**src/rtl/uart_tx_buffer.sv**
```systemverilog
// Circular byte FIFO that feeds the UART TX controller one byte at a time,
// issuing a single-cycle Data_valid launch paced by the controller's busy.
module uart_tx_buffer #(
    parameter int DATA_WIDTH = 8,
    parameter int DEPTH      = 8
) (
    input  logic                     CLK,
    input  logic                     RST,
    input  logic [DATA_WIDTH-1:0]    WR_DATA,
    input  logic                     WR_EN,
    output logic                     FULL,
    output logic                     EMPTY,
    output logic [$clog2(DEPTH):0]   COUNT,
    output logic                     OVERFLOW,
    input  logic                     BUSY,
    output logic [DATA_WIDTH-1:0]    P_DATA,
    output logic                     Data_valid
);

    localparam int ADDR_W = $clog2(DEPTH);
    localparam logic [ADDR_W:0] PTR_INC = (ADDR_W + 1)'(1);

    typedef enum logic [1:0] {
        IDLE      = 2'd0,
        LAUNCH    = 2'd1,
        WAIT_BUSY = 2'd2,
        WAIT_DONE = 2'd3
    } state_t;

    logic [DATA_WIDTH-1:0] mem_q [DEPTH];
    logic [ADDR_W:0]       wr_ptr_q;
    logic [ADDR_W:0]       wr_ptr_d;
    logic [ADDR_W:0]       rd_ptr_q;
    logic                  overflow_q;
    logic                  overflow_d;
    state_t                state_q;
    logic [DATA_WIDTH-1:0] p_data_q;
    logic                  dv_q;
    logic                  wr_accept;
    logic                  pop;

    // Extra wrap bit on each pointer distinguishes full from empty.
    assign EMPTY = (wr_ptr_q == rd_ptr_q);
    assign FULL  = (wr_ptr_q[ADDR_W-1:0] == rd_ptr_q[ADDR_W-1:0]) &&
                   (wr_ptr_q[ADDR_W] != rd_ptr_q[ADDR_W]);
    assign COUNT = wr_ptr_q - rd_ptr_q;

    assign OVERFLOW   = overflow_q;
    assign P_DATA     = p_data_q;
    assign Data_valid = dv_q;

    // FULL is the pre-edge value, so a same-cycle pop never rescues a write.
    assign wr_accept = WR_EN && !FULL;
    assign pop       = (state_q == IDLE) && !EMPTY && !BUSY;

    always_comb begin
        wr_ptr_d   = wr_ptr_q;
        overflow_d = overflow_q;
        if (WR_EN) begin
            if (FULL) begin
                overflow_d = 1'b1;
            end else begin
                wr_ptr_d = wr_ptr_q + PTR_INC;
            end
        end
    end

    always_ff @(posedge CLK or negedge RST) begin
        if (!RST) begin
            wr_ptr_q   <= '0;
            overflow_q <= 1'b0;
        end else begin
            wr_ptr_q   <= wr_ptr_d;
            overflow_q <= overflow_d;
        end
    end

    always_ff @(posedge CLK) begin
        if (wr_accept) begin
            mem_q[wr_ptr_q[ADDR_W-1:0]] <= WR_DATA;
        end
    end

    // Launcher: pop on the IDLE edge, pulse for one cycle, then wait for
    // the controller's busy to rise and fall before the next launch.
    always_ff @(posedge CLK or negedge RST) begin
        if (!RST) begin
            state_q  <= IDLE;
            rd_ptr_q <= '0;
            p_data_q <= '0;
            dv_q     <= 1'b0;
        end else begin
            case (state_q)
                IDLE: begin
                    dv_q <= 1'b0;
                    if (pop) begin
                        p_data_q <= mem_q[rd_ptr_q[ADDR_W-1:0]];
                        rd_ptr_q <= rd_ptr_q + PTR_INC;
                        dv_q     <= 1'b1;
                        state_q  <= LAUNCH;
                    end
                end
                LAUNCH: begin
                    dv_q    <= 1'b0;
                    state_q <= WAIT_BUSY;
                end
                WAIT_BUSY: begin
                    dv_q <= 1'b0;
                    if (BUSY) begin
                        state_q <= WAIT_DONE;
                    end
                end
                WAIT_DONE: begin
                    dv_q <= 1'b0;
                    if (!BUSY) begin
                        state_q <= IDLE;
                    end
                end
                default: begin
                    dv_q    <= 1'b0;
                    state_q <= IDLE;
                end
            endcase
        end
    end

endmodule

```
**config.mk**
```make
export PLATFORM = sky130hd
export DESIGN_NAME = uart_tx_buffer
export DESIGN_NICKNAME = d
export VERILOG_FILES = /design/src/rtl/uart_tx_buffer.sv
export SDC_FILE = /design/constraint.sdc
export NUM_CORES = 1
export LEC_CHECK = 0
export BUFFER_PORTS_ARGS = -buffer_cell sky130_fd_sc_hd__buf_2
export CAP_MARGIN = 20
export CORE_ASPECT_RATIO = 0.75
export CORE_MARGIN = 10
export CORE_UTILIZATION = 25
export CTS_CLUSTER_SIZE = 20
export DETAILED_ROUTE_END_ITERATION = 7
export MAX_ROUTING_LAYER = met4
export PLACE_DENSITY_LB_ADDON = 0.12
export SLEW_MARGIN = 20
export SYNTH_ARGS = -nofsm -noshare
export SYNTH_HDL_FRONTEND = slang
export SYNTH_SLANG_ARGS = --single-unit
```
**constraint.sdc**
```tcl
create_clock -name CLK -period 2.5 [get_ports CLK]
set_input_delay 0.25 -clock CLK [delete_from_list [all_inputs] [get_ports CLK]]
set_output_delay 0.25 -clock CLK [all_outputs]
set_load 0.05 [all_outputs]
```
==> metrics.txt <==
status=finished, final reports clean; R2R setup slack=between 0.3 and 0.4 ns; PwrDens=approximately 1400 nW/um^2; final setup vio count=0; worst reg2reg path depth=5; Netlist cell types=40; Tmin final=around 2.2 ns; placed cell area=3948 sq um; Lkg Pwr=1.606 nW; Pre-Repair DR Iteration Count=5; Clk Latency, worst-skew pair=0.33 ns; setup TNS=0 ns; M1 wire length=about 4000 microns; Final Power=5.857 mW; Tcrit/Tclk final=87.58%; cts hold-fix bufs=1; GRT Resource Usage Total=~9%; die height=123.1 microns; Clock H-tree levels=3; most common cell in the netlist=edfxtp_1; drt drc=0; Clock Path Buffers=2; core region area=13800 sq um; met2 WL=around 3300 microns; FMAX=between 400 and 500 MHz; Synth async-reset ratio=a little under a quarter; Slew headroom=39.46%; remaining global-route overflow=0; DR iter-0 viols=73; CP Launch Type=flip-flop; Worst-path clk slew=0.06 ns; initial antenna violation count=0; Yosys warning count=0; worst hold path type=in -> reg; CP Max Fanout=9; initial core utilization=around a quarter; Worst-Margin Slew=0.9048 ns; Post-Syn Instances=204; Worst Path Required=around 2.5 ns; synth top area cells=edfxtp_1, dfrtp_1, mux4_1; Layout area overhead=19.64%; CP startpoint=wr_ptr_q[0]$_DFFE_PN0P_; worst hold path startpoint=WR_EN; PortBufs=27; fin area=4238 sq um; core occupancy in the finished layout=between 30% and 40%; post-DP HPWL=a little over 5000 microns; proportion of layout cells with a drive suffix above 1=roughly 28%; # IOs=28; Seq cells post-synth=84; worst setup path end=mem_q[7][0]$_DFFE_PP_; worst flop-to-flop path endpoint=mem_q[7][0]$_DFFE_PP_; critical path arrival=2.14 ns; Worst R2R Start=wr_ptr_q[0]$_DFFE_PN0P_; via density per instance=4.316; clock sinks=84; setup bufs post-CTS=0; Fin Clk Skew=0.008413 ns; drt total wl=7914 microns; antenna-violating nets left=0; Fin. Hold Viols=0; commonest cells in the netlist=edfxtp_1, nand2_1, dfrtp_1; detailed-route via count=1860; # diodes=0; Die X=157.4 microns; MaxCap Viol Count=0; nets@finish=between 200 and 300; RSZ-0062 raised after global routing=false; placed cell count=between 400 and 500; Routed WL per cell=roughly 18 microns; syn avg cell area=roughly 17 sq um; WL met3=506 microns; first-pass GRT wire length=12300 microns; Root Driver=clkbuf_16; TritonCTS Buffers=9; CP endpoint kind=flip-flop; Post-Synthesis Cell Area=about 3500 sq um; register area share after synthesis=~68%; worst hold margin=0.1641 ns; Synth top area share=about 54%; cell taking the most area after synthesis=edfxtp_1; Setup WS pre-CTS=~0.32 ns; Crit Path Category=reg -> reg; Final Instance Count excl. Fillers=431; Synth Flop Type=edfxtp_1; fill count=1380; Slew Limit Fails=0; final worst slack=0.3104 ns; GPL Wtd Cong=between 0.6 and 0.7; die area=19380 sq um; CTS tree=yes; row cnt=37; CTS resizes=0; number of global-route vias before repair=1928; EDFF count, synth=between 60 and 70; max layer used=met4; Peak VDD IR=0.5918 mV; largest net degree at the start of global routing=21; syn nets=226
-- critical path, stage by stage, from the launching register on --
cell	delay, ns
dfrtp_1	0.37
inv_1	0.10
ha_1	0.34
nand3_1	0.10
o211ai_1	0.16
nor2_1	0.75
-- how the worst min path moves through the flow --
stage | endpoint | slack (ns) | depth (start not counted)
6_report | OVERFLOW$_DFFE_PN0P_ | 0.16 | 2
5_1_grt | OVERFLOW$_DFFE_PN0P_ | 0.16 | 2
4_1_cts | OVERFLOW$_DFFE_PN0P_ | 0.15 | 2
3_5_place_dp | state_q[0]$_DFFE_PN0P_ | 0.28 | 1
3_3_place_gp | state_q[0]$_DFFE_PN0P_ | 0.27 | 1
2_1_floorplan | Data_valid$_DFF_PN0_ | -0.05 | 0
-- sequential cells by signal (all words and copies together) (netlist names) --
signal / cells
mem_q: 64
OVERFLOW: 1
state_q: 2
P_DATA: 8
Data_valid: 1
rd_ptr_q: 4
wr_ptr_q: 4
-- metal layers --
layer	vias up	GRT usage [%]
met5	-	-
met4	0	2.797
met3	8	2.672
met2	44	12.27
met1	936	12.72
li1	872	-
-- report_power, final --
part	internal (mW)	switching (mW)	total (mW)	leakage, nW
clock	0.772	0.488	1.26	0.138
sequential	1.84	0.141	1.98	0.811
combinational	0.887	1.73	2.62	0.657
-- layout by cell type, fill, tap and decap left out, drive strengths merged, types with 2 or more instances in the layout --
| cell | instances |
|---|---|
| xor2 | 3 |
| edfxtp | 64 |
| dfrtp | 20 |
| o21ai | 2 |
| xnor2 | 7 |
| clkbuf | 13 |
| a31oi | 8 |
| mux2 | 3 |
| inv | 9 |
| nand2 | 21 |
| nor2 | 18 |
| ha | 9 |
| mux4 | 16 |
| nor3 | 2 |
| a21o | 2 |
| buf | 41 |
| nand3 | 2 |
| clkinv | 3 |
-- kinds of logic (layout without fill, tap and decap cells) --
family	after synthesis	in the layout	synth area share [%]
buf+inv	16	68	2.932
compound gates	16	16	3.426
simple gates	48	48	5.723
xor+xnor	10	10	2.897
mux	20	20	12.89
flops	84	84	68.39
fa+ha+maj	10	10	3.744
-- layout make-up --
class	instances	area, sq um	area share (%)
Clock buffer	13	240.2	5.669
Clock inverter	3	40.04	0.9448
Inverter	10	42.54	1.004
Multi-Input combinational cell	104	1023	24.15
Sequential cell	84	2422	57.16
Tap cell	175	219.0	5.167
Timing Repair Buffer	42	250.2	5.905
Power figures use the tool's default switching activity.
